===== config.mk =====
export PLATFORM = sky130hd
export DESIGN_NAME = wb_stage
export DESIGN_NICKNAME = d
export VERILOG_FILES = /design/src/rtl/pipe_pkg.sv /design/src/rtl/wb_mux.sv /design/src/rtl/wb_stage.sv
export SDC_FILE = /design/constraint.sdc
export NUM_CORES = 1
export LEC_CHECK = 0
export ABC_CLOCK_PERIOD_IN_PS = 4850
export BUFFER_PORTS_ARGS = -buffer_cell sky130_fd_sc_hd__buf_2
export CAP_MARGIN = 15
export CORE_MARGIN = 5
export CORE_UTILIZATION = 50
export DETAILED_ROUTE_END_ITERATION = 16
export PLACE_DENSITY_LB_ADDON = 0.25
export SYNTH_ARGS = -nofsm -noshare
export SYNTH_HDL_FRONTEND = slang
export SYNTH_SLANG_ARGS = --single-unit

===== constraint.sdc =====
create_clock -name clk -period 4.85 [get_ports clk]
set_input_delay 0.97 -clock clk [delete_from_list [all_inputs] [get_ports clk]]
set_output_delay 0.97 -clock clk [all_outputs]
set_load 0.005 [all_outputs]

===== src/rtl/pipe_pkg.sv =====
// Shared pipeline definitions: write-back source encodings, FSM state type and
// the default register-file geometry.
package pipe_pkg;
  localparam int DATA_W = 32;
  localparam int REG_AW = 5;

  localparam logic [1:0] WB_ALU = 2'd0;
  localparam logic [1:0] WB_MEM = 2'd1;
  localparam logic [1:0] WB_PC4 = 2'd2;
  localparam logic [1:0] WB_IMM = 2'd3;

  typedef enum logic {
    IDLE   = 1'b0,
    SECOND = 1'b1
  } wb_state_e;
endpackage


===== src/rtl/wb_mux.sv =====
// Write-back source select: 4:1 for the low word, 2:1 for the high word.
// The high word only exists for ALU and memory sources; other selects give 0.
module wb_mux
  import pipe_pkg::*;
#(
  parameter int DATA_W = pipe_pkg::DATA_W
) (
  input  logic [1:0]        sel_i,
  input  logic [DATA_W-1:0] alu_lo_i,
  input  logic [DATA_W-1:0] alu_hi_i,
  input  logic [DATA_W-1:0] mem_lo_i,
  input  logic [DATA_W-1:0] mem_hi_i,
  input  logic [DATA_W-1:0] pcp4_i,
  input  logic [DATA_W-1:0] imm_i,
  output logic [DATA_W-1:0] lo_o,
  output logic [DATA_W-1:0] hi_o
);
  always_comb begin
    lo_o = '0;
    hi_o = '0;
    case (sel_i)
      WB_ALU: begin
        lo_o = alu_lo_i;
        hi_o = alu_hi_i;
      end
      WB_MEM: begin
        lo_o = mem_lo_i;
        hi_o = mem_hi_i;
      end
      WB_PC4:  lo_o = pcp4_i;
      default: lo_o = imm_i;
    endcase
  end
endmodule


===== src/rtl/wb_stage.sv =====
// Write-back stage: registered integer/FP register-file write ports, a two-cycle
// sequence for double-word FP results (stalling upstream), and a retirement counter.
module wb_stage
  import pipe_pkg::*;
#(
  parameter int DATA_W = pipe_pkg::DATA_W,
  parameter int REG_AW = pipe_pkg::REG_AW,
  parameter int CNT_W  = 32
) (
  input  logic              clk,
  input  logic              rst_n,
  input  logic              iWrite,
  input  logic              iFloat,
  input  logic [1:0]        iWBsrc,
  input  logic              iDW,
  input  logic [DATA_W-1:0] iALUout1,
  input  logic [DATA_W-1:0] iALUout2,
  input  logic [DATA_W-1:0] iMemOut1,
  input  logic [DATA_W-1:0] iMemOut2,
  input  logic [DATA_W-1:0] iPcp4,
  input  logic [DATA_W-1:0] iIm,
  input  logic [REG_AW-1:0] iDstReg,
  output logic              oIntWe,
  output logic [REG_AW-1:0] oIntAddr,
  output logic [DATA_W-1:0] oIntData,
  output logic              oFpWe,
  output logic [REG_AW-1:0] oFpAddr,
  output logic [DATA_W-1:0] oFpData,
  output logic              oStall,
  output logic [CNT_W-1:0]  oRetired,
  output logic              oDbgState
);
  wb_state_e         state_q, state_d;
  logic              int_we_q, int_we_d, fp_we_q, fp_we_d;
  logic [REG_AW-1:0] int_addr_q, int_addr_d, fp_addr_q, fp_addr_d;
  logic [DATA_W-1:0] int_data_q, int_data_d, fp_data_q, fp_data_d;
  logic [REG_AW-1:0] hold_addr_q, hold_addr_d;
  logic [DATA_W-1:0] hold_data_q, hold_data_d;
  logic [CNT_W-1:0]  retired_q, retired_d;
  logic [DATA_W-1:0] mux_lo, mux_hi;
  logic              dw_txn;

  wb_mux #(.DATA_W(DATA_W)) u_mux (
    .sel_i    (iWBsrc),
    .alu_lo_i (iALUout1),
    .alu_hi_i (iALUout2),
    .mem_lo_i (iMemOut1),
    .mem_hi_i (iMemOut2),
    .pcp4_i   (iPcp4),
    .imm_i    (iIm),
    .lo_o     (mux_lo),
    .hi_o     (mux_hi)
  );

  // DW only applies to FP destinations fed by a source that has a high word.
  assign dw_txn = (state_q == IDLE) && iWrite && iFloat && iDW && !iWBsrc[1];
  assign oStall = dw_txn;

  always_comb begin
    state_d     = state_q;
    int_we_d    = 1'b0;
    int_addr_d  = '0;
    int_data_d  = '0;
    fp_we_d     = 1'b0;
    fp_addr_d   = '0;
    fp_data_d   = '0;
    hold_addr_d = hold_addr_q;
    hold_data_d = hold_data_q;
    retired_d   = retired_q;
    case (state_q)
      IDLE: begin
        if (iWrite) begin
          retired_d = retired_q + {{(CNT_W-1){1'b0}}, 1'b1};
          if (!iFloat) begin
            int_we_d   = |iDstReg;
            int_addr_d = iDstReg;
            int_data_d = mux_lo;
          end else begin
            fp_we_d   = 1'b1;
            fp_data_d = mux_lo;
            if (dw_txn) begin
              fp_addr_d   = {iDstReg[REG_AW-1:1], 1'b0};
              hold_addr_d = {iDstReg[REG_AW-1:1], 1'b1};
              hold_data_d = mux_hi;
              state_d     = SECOND;
            end else begin
              fp_addr_d = iDstReg;
            end
          end
        end
      end
      // Upstream still shows the stalled instruction here; ignore it.
      SECOND: begin
        fp_we_d   = 1'b1;
        fp_addr_d = hold_addr_q;
        fp_data_d = hold_data_q;
        state_d   = IDLE;
      end
      default: state_d = IDLE;
    endcase
  end

  always_ff @(posedge clk or negedge rst_n) begin
    if (!rst_n) begin
      state_q     <= IDLE;
      int_we_q    <= 1'b0;
      int_addr_q  <= '0;
      int_data_q  <= '0;
      fp_we_q     <= 1'b0;
      fp_addr_q   <= '0;
      fp_data_q   <= '0;
      hold_addr_q <= '0;
      hold_data_q <= '0;
      retired_q   <= '0;
    end else begin
      state_q     <= state_d;
      int_we_q    <= int_we_d;
      int_addr_q  <= int_addr_d;
      int_data_q  <= int_data_d;
      fp_we_q     <= fp_we_d;
      fp_addr_q   <= fp_addr_d;
      fp_data_q   <= fp_data_d;
      hold_addr_q <= hold_addr_d;
      hold_data_q <= hold_data_d;
      retired_q   <= retired_d;
    end
  end

  assign oIntWe    = int_we_q;
  assign oIntAddr  = int_addr_q;
  assign oIntData  = int_data_q;
  assign oFpWe     = fp_we_q;
  assign oFpAddr   = fp_addr_q;
  assign oFpData   = fp_data_q;
  assign oRetired  = retired_q;
  assign oDbgState = state_q;
endmodule


==> metrics <==
sequential share of the synthesized area 0.554; multi-input logic area 2770 um2; routability cong. 0.881; worst hold endpoint oRetired[31]; Cells on Worst Hold Path 1; CP max FO 42; count leader, synth dfrtp_1; Post-Syn Area 6600 um2; Post-Layout Inst Area 8930 um2; Post-CTS Setup Bufs 0; FF+latch count, synth 146; Total Routing Usage GR 0.250; max_cap viols 0; Fmax 299 MHz; DIE HEIGHT 125 um; total clock sinks 146; layout filler cell count 983; post-synthesis compound-gate area fraction 0.0880; Die Span X 125 um; Yosys top cell by area dfrtp_1; min-delay worst type register to register; status completed; synth unique cells 36; die area 15600 um2; CP Buf/Inv Count 2; RSZ-0062 raised after global routing no; post-synth top area share 0.554; Remaining DRCs 0; crit path capture type output pin; CP required 3.88 ns; P&R area growth vs syn 35.4%; drt wl/cell 19.4 um; Post-synth EDFFs 0; Ant. Diodes 0; type of origin of the critical path register; drt initial violations 495; syn_nets 716; top cells by count, synth 146 x dfrtp_1, 57 x nand2_1, 41 x and3_1, 36 x a22o_1; Adder-Cell Fraction of Synth Area 0.00190; I/O Pins 314; reg-to-reg startpoint oDbgState; via/cell ratio 5.49; period utilization 0.690; Arrival @ worst endpoint 2.38 ns; root buf cell clkbuf_16; CTS tree built; RR Endpoint hold_data_q[31]; final setup fails 0; via count 5494; Worst Skew 0.00725 ns; Static Leak 4.81 nW; main combinational cell family by area after synthesis multiplexers; # rows 42; setup TNS 0 ns; Post-DP Area 8290 um2; final hold vios 0; # port buffers 313; layout cells sized above 1 0.481; Sequential Area 3650 um2; cell area power density 365 nW/um2; Warnings, synthesis 0; top_reg_cell synth dfrtp_1; Slowest cell on crit path dfrtp_2; clock latency on the worst-skew pair 0.42 ns; top post-synthesis cells by area dfrtp_1 55%, mux4_2 11%, mux2i_1 4.9%; relative slew slack 0.312; worst vdd ir 0.266 mV; fin. max-slew vios 0; DR pass1 iterations 5; CP Cell Sequence nand2b_1 > or3_2 > inv_2 > buf_2; first-pass GRT wire length 30900 um; Cells after Synth 511; grt total ovfl 0; CP peak stage delay 0.71 ns; final net count 1017; Initial Utilization 0.504; total chip power 3.26 mW; worst-case clock buffer depth 2; worst-margin pin slew 1.03 ns; final worst slack 1.50 ns; H-tree depth 4; Largest delay share family, worst path simple AND/OR/NAND/NOR gates; Setup WS pre-CTS 1.76 ns; Reg clk slew, reported paths 0.06 ns; Post-synth ARST share 1.00; Hold Crit Start oRetired[31]; CP Class register to output pin; post-route ant nets 0; post-detailed-placement half-perimeter wirelength 14100 um; Avg Synthesized Cell Area 12.9 um2; CTS buffer count 17; mux contribution to synthesized area 0.158; post-synthesis xor/xnor area fraction 0.0412; clock period minus worst slack 3.35 ns; initial antenna violation count 2; CTS Hold Bufs 0; post-synthesis simple-gate area fraction 0.129; largest net degree at the start of global routing 116; final wirelength 19400 um; Core ar. 13100 um2; r2r setup slk 2.27 ns; post-CTS resize count 0; number of global-route vias before repair 5830; worst reg2reg path depth 4
state kept, by name, indices dropped and copies added (netlist names):
name / count
hold_data_q: 32
oRetired: 32
oFpData: 32
oDbgState: 1
hold_addr_q: 5
oFpAddr: 5
oIntWe: 1
oIntData: 32
oFpWe: 1
oIntAddr: 5
kinds of logic after synthesis:
group,Yosys count
DFF,146
and+or+nand+nor,154
AOI/OAI and AO/OA,71
xor gates and xnor gates,31
adders and majority gates,1
muxes,64
buffers and inverters,44
worst max-delay path by stage:
stage	from	to	slack, ns	depth (start not counted)
final	oDbgState	oStall	1.50	4
after global routing	oDbgState	oStall	1.35	4
after CTS	oDbgState	oStall	1.48	4
after detailed placement	iFloat	oStall	1.76	6
after global placement	iFloat	oStall	1.78	6
after floorplan	iWrite	oStall	1.98	6
cells in the final DEF, fill, tap and decap left out, types with 7 or more instances in the layout:
| cell type | netlist | routed |
|---|---|---|
| and3_1 | 41 | 41 |
| dfrtp_1 | 146 | 145 |
| a22o_1 | 36 | 36 |
| buf_4 | 1 | 9 |
| o31ai_1 | 32 | 32 |
| xor2_1 | 11 | 11 |
| mux4_2 | 32 | 32 |
| nand2_1 | 57 | 57 |
| xnor2_1 | 20 | 20 |
| nand3_1 | 7 | 7 |
| nand4_1 | 16 | 16 |
| buf_2 | 11 | 311 |
| mux2i_1 | 32 | 32 |
| clkbuf_16 | 0 | 17 |
routing by layer:
layer,part of all wire,track usage,vias to the layer above
li1,-,-,2500
met1,0.39,0.298,2689
met2,0.52,0.438,257
met3,0.069,0.0648,44
met4,0.026,0.0918,4
met5,0.0014,0,-
through the flow:
step           utilization  instances  hold WS [ns]
3_3_place_gp         0.634        969         0.451
2_1_floorplan            -        511         0.436
6_report             0.683       1000         0.464
5_1_grt              0.683       1000         0.490
4_1_cts              0.683       1000         0.467
3_5_place_dp         0.634        969         0.457
where the power goes:
part	internal (mW)	leakage [nW]	switching, mW	total, mW
logic	0.223	2.55	0.213	0.437
registers	1.33	1.94	0.0846	1.41
clock network	0.932	0.319	0.480	1.41
total	2.48	4.81	0.778	3.26
area by class of cell:
| class | count | share of cell area |
|---|---|---|
| clock buffer | 20 | 0.0511 |
| multi-input combinational | 321 | 0.309 |
| inverter | 5 | 0.00210 |
| tap | 176 | 0.0246 |
| sequential | 146 | 0.409 |
| timing repair buffer | 321 | 0.183 |
| clock inverter | 11 | 0.0206 |
Note: power is estimated with default switching activity, not from simulation.
